`config.mk`:
```
export PLATFORM = sky130hd
export DESIGN_NAME = regfile_wr_arbiter_flat
export DESIGN_NICKNAME = d
export VERILOG_FILES = /design/src/rtl/regfile_wr_arbiter_if.sv /design/src/rtl/regfile_wr_arbiter.sv /design/src/flat_wrapper.sv
export SDC_FILE = /design/constraint.sdc
export NUM_CORES = 1
export LEC_CHECK = 0
export CAP_MARGIN = 15
export CELL_PAD_IN_SITES_DETAIL_PLACEMENT = 1
export CELL_PAD_IN_SITES_GLOBAL_PLACEMENT = 1
export CORE_AREA = 2 2 123 125
export CTS_CLUSTER_DIAMETER = 50
export DETAILED_ROUTE_END_ITERATION = 8
export DIE_AREA = 0 0 125 127
export GPL_ROUTABILITY_DRIVEN = 0
export PLACE_DENSITY_LB_ADDON = 0.1
export SYNTH_ARGS = -nofsm -noshare
export SYNTH_HDL_FRONTEND = slang
export SYNTH_SLANG_ARGS = --single-unit
```
`constraint.sdc`:
```
create_clock -name clk -period 5.21 [get_ports clk]
set_clock_uncertainty 0.1 [all_clocks]
set_input_delay 1.042 -clock clk [delete_from_list [all_inputs] [get_ports clk]]
set_output_delay 1.042 -clock clk [all_outputs]
set_load 0.005 [all_outputs]
```
`src/rtl/regfile_wr_arbiter_if.sv`:
```
// Register-file write arbiter bus: two valid/ready write requesters, the
// register-file write port, and the pending/busy status outputs.
interface regfile_wr_arbiter_if #(
  parameter int DATA_W = 32,
  parameter int ADDR_W = 5
);
  logic                   req0_valid;
  logic [ADDR_W-1:0]      req0_rd;
  logic [DATA_W-1:0]      req0_data;
  logic                   req0_ready;

  logic                   req1_valid;
  logic [ADDR_W-1:0]      req1_rd;
  logic [DATA_W-1:0]      req1_data;
  logic                   req1_ready;

  logic [ADDR_W-1:0]      rf_rd;
  logic [DATA_W-1:0]      rf_writedata;
  logic                   rf_regwrite;

  logic [(2**ADDR_W)-1:0] pend_mask;
  logic                   busy;

  // Requester side: issues writes and observes the write port and status.
  modport master (
    output req0_valid, req0_rd, req0_data,
    input  req0_ready,
    output req1_valid, req1_rd, req1_data,
    input  req1_ready,
    input  rf_rd, rf_writedata, rf_regwrite,
    input  pend_mask, busy
  );

  // Arbiter side.
  modport slave (
    input  req0_valid, req0_rd, req0_data,
    output req0_ready,
    input  req1_valid, req1_rd, req1_data,
    output req1_ready,
    output rf_rd, rf_writedata, rf_regwrite,
    output pend_mask, busy
  );
endinterface

```
`src/rtl/regfile_wr_arbiter.sv`:
```
// Two-requester register-file write arbiter. Each requester has a one-entry
// buffer; a round-robin pointer picks between two full buffers, and the
// winner is registered into the write-port output stage. Writes to x0 are
// accepted and dropped at the buffer input.
module regfile_wr_arbiter #(
  parameter int DATA_W = 32,
  parameter int ADDR_W = 5
) (
  input  logic                 clk,
  input  logic                 rst_n,
  regfile_wr_arbiter_if.slave  bus
);

  localparam int NREG = 2 ** ADDR_W;

  // One-hot decode of a register index, gated by its valid flag.
  function automatic logic [NREG-1:0] rd_onehot(input logic vld, input logic [ADDR_W-1:0] rd);
    logic [NREG-1:0] res;
    if (vld) begin
      res = NREG'(1) << rd;
    end else begin
      res = {NREG{1'b0}};
    end
    return res;
  endfunction

  logic              buf0_valid_r, buf1_valid_r;
  logic [ADDR_W-1:0] buf0_rd_r, buf1_rd_r;
  logic [DATA_W-1:0] buf0_data_r, buf1_data_r;
  logic              rr_r;
  logic              out_valid_r;
  logic [ADDR_W-1:0] out_rd_r;
  logic [DATA_W-1:0] out_data_r;

  logic gnt0_s, gnt1_s;
  logic ready0_s, ready1_s;
  logic keep0_s, keep1_s;

  // Grant: a lone full buffer wins outright; two full buffers defer to rr (0 -> req0).
  always_comb begin
    gnt0_s = 1'b0;
    gnt1_s = 1'b0;
    if (buf0_valid_r && buf1_valid_r) begin
      gnt0_s = ~rr_r;
      gnt1_s = rr_r;
    end else begin
      gnt0_s = buf0_valid_r;
      gnt1_s = buf1_valid_r;
    end
  end

  // Ready comes only from registered state so requesters see no valid->ready path.
  assign ready0_s = ~buf0_valid_r | gnt0_s;
  assign ready1_s = ~buf1_valid_r | gnt1_s;

  // A handshake only occupies the buffer when it targets a writable register.
  assign keep0_s = bus.req0_valid & ready0_s & (bus.req0_rd != {ADDR_W{1'b0}});
  assign keep1_s = bus.req1_valid & ready1_s & (bus.req1_rd != {ADDR_W{1'b0}});

  // Requester 0 buffer: refill on an accepted write, otherwise drain when granted.
  always_ff @(posedge clk or negedge rst_n) begin
    if (!rst_n) begin
      buf0_valid_r <= 1'b0;
      buf0_rd_r    <= {ADDR_W{1'b0}};
      buf0_data_r  <= {DATA_W{1'b0}};
    end else if (keep0_s) begin
      buf0_valid_r <= 1'b1;
      buf0_rd_r    <= bus.req0_rd;
      buf0_data_r  <= bus.req0_data;
    end else if (gnt0_s) begin
      buf0_valid_r <= 1'b0;
    end
  end

  // Requester 1 buffer: refill on an accepted write, otherwise drain when granted.
  always_ff @(posedge clk or negedge rst_n) begin
    if (!rst_n) begin
      buf1_valid_r <= 1'b0;
      buf1_rd_r    <= {ADDR_W{1'b0}};
      buf1_data_r  <= {DATA_W{1'b0}};
    end else if (keep1_s) begin
      buf1_valid_r <= 1'b1;
      buf1_rd_r    <= bus.req1_rd;
      buf1_data_r  <= bus.req1_data;
    end else if (gnt1_s) begin
      buf1_valid_r <= 1'b0;
    end
  end

  // Round-robin pointer moves to the requester that just lost or was idle.
  always_ff @(posedge clk or negedge rst_n) begin
    if (!rst_n) begin
      rr_r <= 1'b0;
    end else if (gnt0_s) begin
      rr_r <= 1'b1;
    end else if (gnt1_s) begin
      rr_r <= 1'b0;
    end
  end

  // Output stage: register the granted entry; idle cycles drop the enable and keep index/data.
  always_ff @(posedge clk or negedge rst_n) begin
    if (!rst_n) begin
      out_valid_r <= 1'b0;
      out_rd_r    <= {ADDR_W{1'b0}};
      out_data_r  <= {DATA_W{1'b0}};
    end else if (gnt0_s) begin
      out_valid_r <= 1'b1;
      out_rd_r    <= buf0_rd_r;
      out_data_r  <= buf0_data_r;
    end else if (gnt1_s) begin
      out_valid_r <= 1'b1;
      out_rd_r    <= buf1_rd_r;
      out_data_r  <= buf1_data_r;
    end else begin
      out_valid_r <= 1'b0;
    end
  end

  assign bus.req0_ready   = ready0_s;
  assign bus.req1_ready   = ready1_s;
  assign bus.rf_regwrite  = out_valid_r;
  assign bus.rf_rd        = out_rd_r;
  assign bus.rf_writedata = out_data_r;
  assign bus.pend_mask    = rd_onehot(buf0_valid_r, buf0_rd_r)
                          | rd_onehot(buf1_valid_r, buf1_rd_r)
                          | rd_onehot(out_valid_r, out_rd_r);
  assign bus.busy         = buf0_valid_r | buf1_valid_r | out_valid_r;

endmodule

```
`src/flat_wrapper.sv`:
```
// flat-port wrapper written by rule: the top's interface ports become plain ports
module regfile_wr_arbiter_flat 
#(
  parameter int DATA_W = 32,
  parameter int ADDR_W = 5
)
  (clk, rst_n, bus_req0_valid, bus_req0_rd, bus_req0_data, bus_req0_ready, bus_req1_valid, bus_req1_rd, bus_req1_data, bus_req1_ready, bus_rf_rd, bus_rf_writedata, bus_rf_regwrite, bus_pend_mask, bus_busy);
  regfile_wr_arbiter_if #(.DATA_W(DATA_W), .ADDR_W(ADDR_W)) bus_i ();
  input  logic clk;
  input  logic rst_n;
  input wire logic [$bits(bus_i.req0_valid)-1:0] bus_req0_valid;
  input wire logic [$bits(bus_i.req0_rd)-1:0] bus_req0_rd;
  input wire logic [$bits(bus_i.req0_data)-1:0] bus_req0_data;
  output wire logic [$bits(bus_i.req0_ready)-1:0] bus_req0_ready;
  input wire logic [$bits(bus_i.req1_valid)-1:0] bus_req1_valid;
  input wire logic [$bits(bus_i.req1_rd)-1:0] bus_req1_rd;
  input wire logic [$bits(bus_i.req1_data)-1:0] bus_req1_data;
  output wire logic [$bits(bus_i.req1_ready)-1:0] bus_req1_ready;
  output wire logic [$bits(bus_i.rf_rd)-1:0] bus_rf_rd;
  output wire logic [$bits(bus_i.rf_writedata)-1:0] bus_rf_writedata;
  output wire logic [$bits(bus_i.rf_regwrite)-1:0] bus_rf_regwrite;
  output wire logic [$bits(bus_i.pend_mask)-1:0] bus_pend_mask;
  output wire logic [$bits(bus_i.busy)-1:0] bus_busy;
  assign bus_i.req0_valid = bus_req0_valid;
  assign bus_i.req0_rd = bus_req0_rd;
  assign bus_i.req0_data = bus_req0_data;
  assign bus_req0_ready = bus_i.req0_ready;
  assign bus_i.req1_valid = bus_req1_valid;
  assign bus_i.req1_rd = bus_req1_rd;
  assign bus_i.req1_data = bus_req1_data;
  assign bus_req1_ready = bus_i.req1_ready;
  assign bus_rf_rd = bus_i.rf_rd;
  assign bus_rf_writedata = bus_i.rf_writedata;
  assign bus_rf_regwrite = bus_i.rf_regwrite;
  assign bus_pend_mask = bus_i.pend_mask;
  assign bus_busy = bus_i.busy;
  regfile_wr_arbiter #(.DATA_W(DATA_W), .ADDR_W(ADDR_W)) u_core (.clk(clk), .rst_n(rst_n), .bus(bus_i));
endmodule
```
==> results.md <==
* # diodes at 0
* Io pins at 151
* Clk buf depth at 2
* Antenna viol nets, final at 0
* Most common cell in the netlist: dfrtp_1
* Crit path max-delay family: flip-flops
* RR Endpoint: u_core.buf0_data_r[31]$_DFFE_PN0P_
* Global route overflow at 0
* Worst endpoint required time at 4.07 ns
* Initial DRT Pass Iterations at 5
* Sequential power share at 0.367
* Die Width at 125 um
* Vias per cell at about 5.6
* VDD IR max at 0.303 mV
* Initial core utilization at 0.417
* Synth cell types at 30
* Hold Path Class: flip-flop to flip-flop
* Logic pwr share at 0.365
* Synthesized flop and latch total at 115
* Global-route usage over all layers at 0.230
* Max-cap viol count at 0
* First-pass GRT wire length at 28.7 mm
* Die height at 127 um
* Setup crit end kind: primary output
* Dominant cell type by area after synthesis: dfrtp_1
* Crit-path slowest cell: dfrtp_2
* RSZ-0062 raised after global routing: no
* Async SR Flop Fraction at 1.00
* Post_cts resized at 0
* Synth Instances at between 500 and 600
* Int Power at about 2.9 mW
* Net Sw Frac at 0.331
* Setup bufs post-CTS at 0
* Setup TNS at 0 ns
* Critical path startpoint category: flip-flop
* Fin crit share at 0.795
* Crit Path Class: flip-flop to primary output
* Row count at 44
* Clk sinks at 115
* Dpl hpwl at 11.9 mm
* CP arrival at 3.00 ns
* Drc violations at 0
* Leak at between 3 and 4 nW
* Final Max Tran Viols at 0
* Prevailing post-synth register cell: dfrtp_1
* Initial antenna violation count at 0
* CP max FO at 51
* Final core occ at 0.566
* Final setup vio count at 0
* Worst skew pair latency at 0.42 ns
* Worst path cell trace: nor4bb_1 > a222oi_1 > inv_1 > clkdlybuf4s50_1
* Seq/Total Area, Yosys at 0.479
* CP peak stage delay at 1.04 ns
* Top post-synthesis cells by area: dfrtp_1 (48%), mux2_4 (14%), mux2_2 (9.6%), nor2_1 (4.9%), o22ai_1 (3.9%)
* YS warnings at 0
* Clock power frac at 0.268
* Number of flops mapped to enable cells by yosys at 0
* Status: finished clean
* CTS Hold Bufs at 0
* DIE AREA at 15900 um^2
* IO buf count at 150
* Mapped cell area at 6010 um^2
* DRT Wirelength at 17.9 mm
* Switch Pwr at 1.42 mW
* RR Startpoint: u_core.buf1_valid_r$_DFFE_PN0P_
* Count of final hold-check violations at 0
* Layout area overhead at 35.9%
* Fin nets at approximately 740
* Hold_sp: u_core.buf0_data_r[1]$_DFFE_PN0P_
* Share of layout cells above drive strength 1 at 0.227
* Core Box Area at 14400 um^2
* Worst-Margin Slew at between 1 and 1.5 ns
* Pwr/cell area at 525 nW/um^2
* H-tree lvl count at 4
* Crit path time final at slightly above 4 ns
* Vias in the first global route at a little over 5000
* Endpoint of the worst hold path: u_core.buf0_data_r[1]$_DFFE_PN0P_
* WHS Path Cells at 1
* Reg2Reg Depth at 5
* CTS clk-pin slew, worst paths at 0.06 ns
* CTS Root Cell: clkbuf_16
* Synth cell count leaders: dfrtp_1 (115), nor2_1 (79), nand2_1 (60)
* TritonCTS clock tree: built
* Rel. slew slack at 0.243
* Wire per inst at 20.9 um
* Max Clk Rate at 0.241 GHz
* Crit path buf inv count at 2
* Num CTS Buffers at 17
* Largest net degree at the start of global routing at 59
* Yosys top cell area share at 0.479
* Detailed Route Iter0 Violations at 288
* Reg-to-reg slack, setup at 2.17 ns
* Syn avg cell area at 11.5 um^2
* Via Count at between 4000 and 5000
* Syn_nets at 602
==> layout make-up <==
| class | count | area (um^2) |
|---|---|---|
| flip-flops and latches | 115 | 2880 |
| repair buffers | 157 | 1550 |
| multi-input cells | 371 | 2920 |
| inverters | 1 | 3.75 |
| clock buffers | 23 | 478 |
| clock inverters | 8 | 104 |
| well taps | 184 | 230 |
| fillers | 1536 | 6260 |
==> state kept, by name, indices dropped and copies added, names as in the netlist <==
name,cells
u_core.buf0_data_r,32
u_core.buf0_rd_r,5
u_core.buf0_valid_r,1
u_core.buf1_data_r,32
u_core.buf1_rd_r,5
u_core.buf1_valid_r,1
u_core.bus.rf_rd,5
u_core.bus.rf_regwrite,1
u_core.bus.rf_writedata,32
u_core.rr_r,1
==> placed cells by master, fill, tap and decap left out, drive strengths merged, types with 2 or more instances in the layout <==
master         synthesis  routed
a22oi                 20      20
a32o                   2       2
a32oi                 11      11
and4                   3       3
and4b                  9       9
buf                   16       8
bufinv                 0       2
clkbuf                21      23
clkdlybuf4s50          0     149
clkinv                 0       5
dfrtp                115     115
mux2                 109     109
nand2                 60      60
nand3                  6       6
nor2                  79      79
nor2b                 10      10
nor4b                  3       3
nor4bb                 9       9
o211ai                 2       2
o21ai                  2       2
o22ai                 37      37
or4                    2       2
==> layer usage <==
| layer | GRT usage | routed length (um) | up-vias |
|---|---|---|---|
| met5 | 0 | 0 | - |
| li1 | - | - | 2183 |
| met3 | 0.0490 | 866 | 23 |
| met4 | 0.0758 | 284 | 0 |
| met2 | 0.394 | 9090 | 164 |
| met1 | 0.291 | 7700 | 2460 |
==> how the worst max path moves through the flow <==
stage                                         start  cells after the start                            endpoint  slack [ns]
global route        u_core.buf0_valid_r$_DFFE_PN0P_                      4                   bus_pend_mask[16]        0.88
floorplan                            bus_req0_rd[0]                      4  u_core.buf0_data_r[10]$_DFFE_PN0P_        2.56
CTS                 u_core.buf0_valid_r$_DFFE_PN0P_                      4                   bus_pend_mask[24]        1.06
detailed placement                   bus_req1_rd[0]                      5  u_core.buf1_data_r[27]$_DFFE_PN0P_        1.34
global placement                     bus_req1_rd[0]                      5  u_core.buf1_data_r[28]$_DFFE_PN0P_        1.41
finish              u_core.buf0_valid_r$_DFFE_PN0P_                      4                    bus_pend_mask[9]        1.07
==> power by group through the flow <==
stage / registers (mW) / clock network, mW / logic, mW
final: 1.57 / 1.15 / 1.57
after floorplan: 1.40 / 0 / 0.966
after global routing: 1.62 / 1.21 / 1.69
after global placement: 1.56 / 0 / 1.52
after CTS: 1.57 / 1.17 / 1.58
after detailed placement: 1.57 / 0 / 1.56
==> kinds of logic (layout without fill, tap and decap cells) <==
kind of cell,after synthesis,count (layout),share of synthesized area
flip-flops,115,115,0.479
buffers and inverters,38,189,0.0354
AO/OA/AOI/OAI,77,77,0.0962
AND/OR/NAND/NOR,185,185,0.149
multiplexers,109,109,0.240
==> per-stage QoR <==
step	std cells	worst slack [ns]	hold slack [ns]	power [mW]	cell area (um^2)
finish	859	1.07	0.407	4.29	8170
global route	859	0.879	0.423	4.52	8170
CTS	859	1.06	0.409	4.32	8170
detailed placement	828	1.34	0.394	3.13	7580
global placement	828	1.41	0.389	3.07	7580
floorplan	524	2.56	0.375	2.36	6010
(Power assumes the default switching activity.)
